## src/rtl/fifo_wr_arbiter_rr.sv

```systemverilog
// Round-robin packet arbiter feeding one shared FIFO write port.
// A granted requester keeps ownership until its last word is written.
module fifo_wr_arbiter_rr #(
  parameter int NumPorts   = 4,
  parameter int DataWidth  = 32,
  parameter int CountWidth = 16
) (
  input  logic                          clk,
  input  logic                          rst_n,
  input  logic [NumPorts-1:0]           in_valid,
  input  logic [NumPorts-1:0]           in_last,
  input  logic [NumPorts*DataWidth-1:0] in_data,
  output logic [NumPorts-1:0]           in_ready,
  output logic                          fifo_wr_req,
  output logic [DataWidth-1:0]          fifo_wr_data,
  input  logic                          fifo_wr_full,
  output logic [NumPorts-1:0]           grant,
  output logic [CountWidth-1:0]         pkt_count
);

  localparam int IdxW = $clog2(NumPorts);

  typedef enum logic {
    IDLE,
    LOCKED
  } state_e;

  state_e                state_q, state_d;
  logic [NumPorts-1:0]   grant_q, grant_d;
  logic [IdxW-1:0]       gidx_q, gidx_d;
  logic [IdxW-1:0]       last_q, last_d;
  logic [CountWidth-1:0] cnt_q, cnt_d;

  logic            found;
  logic [IdxW-1:0] sel;
  logic [IdxW-1:0] cand;
  logic            g_valid;
  logic            g_last;
  logic            xfer;

  // First valid port strictly after the last one served, with wrap.
  always_comb begin
    found = 1'b0;
    sel   = last_q;
    cand  = last_q;
    for (int i = 1; i <= NumPorts; i++) begin
      cand = IdxW'((int'(last_q) + i) % NumPorts);
      if (!found && in_valid[cand]) begin
        found = 1'b1;
        sel   = cand;
      end
    end
  end

  // Grant is all zero in IDLE, so the datapath self-gates.
  always_comb begin
    g_valid      = |(in_valid & grant_q);
    g_last       = |(in_last & grant_q);
    xfer         = g_valid && !fifo_wr_full;
    in_ready     = fifo_wr_full ? '0 : grant_q;
    fifo_wr_req  = xfer;
    fifo_wr_data = '0;
    for (int p = 0; p < NumPorts; p++) begin
      if (grant_q[p]) begin
        fifo_wr_data = in_data[p*DataWidth +: DataWidth];
      end
    end
  end

  always_comb begin
    state_d = state_q;
    grant_d = grant_q;
    gidx_d  = gidx_q;
    last_d  = last_q;
    cnt_d   = cnt_q;
    unique case (state_q)
      IDLE: begin
        if (found) begin
          state_d = LOCKED;
          grant_d = NumPorts'(1) << sel;
          gidx_d  = sel;
        end
      end
      LOCKED: begin
        if (xfer && g_last) begin
          state_d = IDLE;
          grant_d = '0;
          last_d  = gidx_q;
          if (cnt_q != '1) begin
            cnt_d = cnt_q + 1'b1;
          end
        end
      end
    endcase
  end

  always_ff @(posedge clk or negedge rst_n) begin
    if (!rst_n) begin
      state_q <= IDLE;
      grant_q <= '0;
      gidx_q  <= '0;
      last_q  <= IdxW'(NumPorts - 1);
      cnt_q   <= '0;
    end else begin
      state_q <= state_d;
      grant_q <= grant_d;
      gidx_q  <= gidx_d;
      last_q  <= last_d;
      cnt_q   <= cnt_d;
    end
  end

  assign grant     = grant_q;
  assign pkt_count = cnt_q;

endmodule

```

## config.mk

```make
export PLATFORM = sky130hd
export DESIGN_NAME = fifo_wr_arbiter_rr
export DESIGN_NICKNAME = d
export VERILOG_FILES = /design/src/rtl/fifo_wr_arbiter_rr.sv
export SDC_FILE = /design/constraint.sdc
export NUM_CORES = 1
export LEC_CHECK = 0
export CORE_AREA = 2 2 81 90
export CTS_CLUSTER_SIZE = 28
export DETAILED_ROUTE_END_ITERATION = 7
export DIE_AREA = 0 0 83 92
export PLACE_DENSITY = 0.84
export SYNTH_ARGS = -nofsm -noshare
export SYNTH_HDL_FRONTEND = slang
export SYNTH_SLANG_ARGS = --single-unit
```

## constraint.sdc

```tcl
create_clock -name clk -period 3.2 [get_ports clk]
set_input_delay 0.96 -clock clk [delete_from_list [all_inputs] [get_ports clk]]
set_output_delay 0.96 -clock clk [all_outputs]
set_load 0.01 [all_outputs]
```

* Word-level counts from Yosys, hierarchy flattened
Cells that the tools add are included.
** Storage, ports and cells
- Bits in registers :: 25
- Input bits :: 139
- Output and inout port bits :: 57
- Word-level logic and storage cells :: 63
** Operators by class
- Add/subtract/negate cells :: 5
- Magnitude comparators :: 4
- Equality and inequality tests :: 3
- Shift-type cells :: 1
- Muxes and demuxes :: 27
- Bitwise operators :: 3
- Reduce and logical (&&, ||, !) cells :: 15
** Operators with widths (count)
- $mux W32 :: 4
- $add A16 B1 Y16 const B :: 1
- $ne A16 B16 Y1 const B :: 1
- $lt A2 B3 Y1 const B :: 4
- $mux W4 :: 3
- $mux W1 :: 10
- $and A4 B4 Y4 :: 2
- $bmux W1 S2 :: 4
- $mux W2 :: 4
- $pmux W4 S2 :: 1
- $reduce_or A4 Y1 :: 2
- $reduce_and A2 Y1 :: 3
- $logic_and A1 B1 Y1 :: 5
- $add A2 B1 Y2 const B :: 2
- $add A2 B2 Y2 const B :: 2
- $logic_not A1 Y1 :: 4
- $shl A1 B2 Y4 const A :: 1
- $reduce_and A3 Y1 :: 1
- $ne A2 B1 Y1 const B :: 1
- $ne A2 B2 Y1 const B :: 1
- $pmux W1 S2 :: 1
- $not A1 Y1 :: 1

* Depth between registers and ports, before layout
- Word-level depth :: 16
- Mapped depth :: 7
- Gate-level depth less buffers :: 6

* Worst setup path after synthesis
OpenSTA, ideal clock, no wires.
- Kind :: input to output
- From :: input in_data[30]
- To :: output fifo_wr_data[30]
- Data arrival time :: 1483 ps
- Required time :: 2240 ps
- Slack :: 757 ps
- Cell stages on the path :: 4
- Path buffers :: 0
- Cell sequence :: nand3b_1 > a21oi_1 > a21oi_1 > o21ai_0
** Between the ends
- Word-level cells in the longest chain between the ends :: 4
** RTL lines
- start: declaration :: line 12 : input logic [NumPorts*DataWidth-1:0] in_data,
- $mux W32 (4 in a row) :: line 64 : if (grant_q[p]) begin
- end: declaration :: line 15 : output logic [DataWidth-1:0] fifo_wr_data,
Every way passes these cells.

* Worst setup path after layout
- From :: input fifo_wr_full
- To :: output in_ready[3]
** Between the ends
- Word-level cells in the longest chain between the ends :: 1
** RTL lines
- start: declaration :: line 16 : input logic fifo_wr_full,
- $mux W4 :: line 60 : in_ready = fifo_wr_full ? '0 : grant_q;
- end: declaration :: line 13 : output logic [NumPorts-1:0] in_ready,
Every way passes these cells.

==> results.sh <==
export IMPL_status="complete, no violations"
export IMPL_cts_inserted_buffers=3
export IMPL_peakVddDrop_uv=381.1
export IMPL_grt_pass1_vias=3090
export IMPL_end_kind="primary output"
export IMPL_clk_path_buf_depth=2
export IMPL_start_kind="primary input"
export IMPL_crit_end="in_ready[3]"
export IMPL_cts_root_buf="clkbuf_8"
export IMPL_fp_dieH_um=92
export IMPL_hold_violations=0
export IMPL_power_density_mw_per_mm2=426.4
export IMPL_fin_tns_setup_ns=0
export IMPL_fin_ws_ns=0.02585
export IMPL_finalSetupViolCount=0
export IMPL_synthToLayoutAreaGrowth_pct=98.76
export IMPL_nets=651
export IMPL_ys_ff_latch=25
export IMPL_cp_arrival_ns=2.21
export IMPL_ios=196
export IMPL_regToRegSetupSlack_ns=1.07
export IMPL_worstSetupPathDepth=4
export IMPL_worst_pin_slew_ns=0.6893
export IMPL_start_util=0.3242
export IMPL_fmax_ghz=0.3150
export IMPL_critPathTopFamily="buffers and inverters"
export IMPL_hold_path_class="register to register"
export IMPL_register_area_um2=630.6
export IMPL_wl_per_cell_um=16.53
export IMPL_drt_total_wl_um=9854
export IMPL_fillCellCount=612
export IMPL_drt_iter0_drc=112
export IMPL_grt_max_degree=46
export IMPL_drive_gt1_frac=0.09216
export IMPL_syn_instance_count=318
export IMPL_portBuffers=195
export IMPL_post_dp_cell_area_mm2=0.004352
export IMPL_clock_latency_ns=0.27
export IMPL_synth_edff_count=0
export IMPL_relSlewSlack=0.5390
export IMPL_fin_crit_sh=0.9919
export IMPL_gp_congestion=0.8945
export IMPL_drv_cap=0
export IMPL_grt_pass1_wl_um=15620
export IMPL_crit_required_ns=2.24
export IMPL_synth_seq_area_share=0.2830
export IMPL_cts_tree="built"
export IMPL_final_area_mm2=0.004412
export IMPL_fin_worst_skew_ns=0.007526
export IMPL_grt_use_total=0.2486
export IMPL_slew_viol_final=0
export IMPL_antenna_found_initial=1
export IMPL_core_mm2=0.006847
export IMPL_reg2reg_from="grant[1]"
export IMPL_cpMostUsedCell="clkdlybuf4s50_1"
export IMPL_async_flop_share=1.000
export IMPL_clk_pin_slew_worst_paths_ns=0.09
export IMPL_postSynthAreaPerCell_um2=6.980
export IMPL_dpl_worst_slack_ns=-0.4434
export IMPL_synthFlopType="dfrtp_1"
export IMPL_num_rows=32
export IMPL_cts_sinks=25
export IMPL_grt_overflow=0
export IMPL_vias=3065
export IMPL_setup_worst_path_class="primary input to primary output"
export IMPL_p_leak_uw=0.001873
export IMPL_ys_warn_count=0
export IMPL_synth_distinct_cells=37
export IMPL_cts_setup_buffers=0
export IMPL_hpwl_um=7849
export IMPL_r2r_end="pkt_count[12]"
export IMPL_synth_fp_nets=458
export IMPL_rr_worst_depth=7
export IMPL_finish_utilization=0.6444
export IMPL_drc=0
export IMPL_timing_critical_path_buf_inv=3
export IMPL_slowest_stage="clkdlybuf4s50_1"
export IMPL_cp_cell_sequence="clkdlybuf4s50_1, buf_4, nor2b_1, clkdlybuf4s50_1"
export IMPL_fin_crit_ns=3.174
export IMPL_critPathLaunch="fifo_wr_full"
export IMPL_viasPerCell=5.143
export IMPL_cp_slowest_stage_delay_ns=0.56
export IMPL_htree_levels=1
export IMPL_ant_nets=0
export IMPL_synth_area_mm2=0.002220
export IMPL_power_total_uw=1881
export IMPL_die_w_um=83
export IMPL_dieArea_mm2=0.007636
export IMPL_critical_path_max_fanout=5
export IMPL_multi_input_area_mm2=0.001528
export IMPL_firstDrtPassIters=4
==> repair_timing <==
| action | CTS | global route |
|---|---|---|
| hold buffers | 0 | 0 |
| resized for setup | 41 | 16 |
| pin swaps | 0 | 2 |
| setup endpoints to repair | 33 | 10 |
==> tightest hold or removal path, stage by stage (launching register included) <==
cell     delay [ns]
dfrtp_1        0.39
nand2_1        0.06
nand2_1        0.04
==> metrics by stage <==
stage	cells	hold slack (ns)
after floorplan	318	0.4397
after global placement	591	0.4502
after detailed placement	591	0.4592
after CTS	595	0.4798
after global routing	595	0.5108
final	596	0.4832
==> layer usage <==
layer  routed length [um]  vias to the layer above  global-route usage  part of all wire
li1                     -                     1528                   -                 -
met3                  904                       16             0.08191             0.092
met4                  180                        0             0.05191             0.018
met5                    0                        -                   0                 0
met2                 4856                      127              0.4261              0.49
met1                 3913                     1394              0.3047              0.40
==> cells in the mapped netlist (3+ instances only) <==
library cell	count	area [um2]
nand3_1	11	55.05
xor2_1	10	87.58
nand3b_1	3	22.52
a22oi_1	34	255.2
nand4_1	6	37.54
inv_1	3	11.26
dfrtp_1	23	575.6
nor3_1	7	35.03
a21oi_1	37	185.2
xnor2_1	4	35.03
clkbuf_1	15	56.30
nor2b_1	5	31.28
nand2_1	52	195.2
nor2_1	41	153.9
buf_2	5	25.02
o21ai_0	34	170.2
buf_1	4	15.01
==> worst min-delay path by stage <==
| stage | cells after the start | end | from | slack [ns] |
|---|---|---|---|---|
| after CTS | 2 | last_q[1] | gidx_q[1] | 0.48 |
| after floorplan | 2 | last_q[1] | gidx_q[1] | 0.44 |
| final | 2 | last_q[1] | gidx_q[1] | 0.48 |
| after global routing | 1 | pkt_count[5] | pkt_count[5] | 0.51 |
| after global placement | 2 | last_q[1] | gidx_q[1] | 0.45 |
| after detailed placement | 2 | last_q[1] | gidx_q[1] | 0.46 |
==> layout by cell type, fill, tap and decap left out, types with 3 or more instances in the layout <==
| master | netlist | layout |
|---|---|---|
| nand4_1 | 6 | 6 |
| xor2_1 | 10 | 10 |
| a22oi_2 | 1 | 5 |
| dlymetal6s2s_1 | 0 | 3 |
| xnor2_1 | 4 | 4 |
| a22oi_1 | 34 | 30 |
| nor2_1 | 41 | 40 |
| buf_12 | 0 | 3 |
| nor2b_1 | 5 | 4 |
| inv_1 | 3 | 3 |
| clkdlybuf4s15_1 | 0 | 4 |
| o21ai_2 | 0 | 3 |
| buf_4 | 0 | 14 |
| a21oi_1 | 37 | 35 |
| dfrtp_1 | 23 | 21 |
| clkdlybuf4s50_1 | 0 | 159 |
| nand3b_1 | 3 | 3 |
| o21ai_0 | 34 | 31 |
| dlygate4sd2_1 | 0 | 27 |
| clkbuf_8 | 0 | 3 |
| nand2_1 | 52 | 52 |
| nor3_1 | 7 | 7 |
| nand3_1 | 11 | 11 |
==> power by group <==
| group | leakage [uW] | switching (uW) | total [uW] | internal (uW) |
|---|---|---|---|---|
| combinational | 0.00152 | 590 | 1210 | 616 |
| sequential | 0.000325 | 102 | 483 | 382 |
| clock | 0.0000255 | 104 | 192 | 87.2 |
| total | 0.00187 | 796 | 1880 | 1080 |
==> layout make-up <==
| class | count | area share |
|---|---|---|
| well taps | 85 | 0.02411 |
| repair buffers | 212 | 0.4731 |
| diodes | 1 | 0.0005672 |
| clock inverters | 1 | 0.001134 |
| multi-input cells | 266 | 0.3463 |
| clock buffers | 3 | 0.009359 |
| flip-flops and latches | 25 | 0.1429 |
| inverters | 3 | 0.002552 |
==> kinds of logic after synthesis <==
logic type,count (synthesis),synth area share
AND/OR/NAND/NOR,138,0.2943
AO/OA/AOI/OAI,111,0.3021
buffers and inverters,27,0.04847
flip-flops,25,0.2830
XOR/XNOR,14,0.05524
multiplexers,2,0.01127
adder cells (fa/ha/maj),1,0.005636
==> state kept, by name, indices dropped and copies added (netlist names) <==
register,flops
gidx_q,2
pkt_count,16
grant,4
last_q,2
state_q,1
Note: power is estimated with default switching activity, not from simulation.
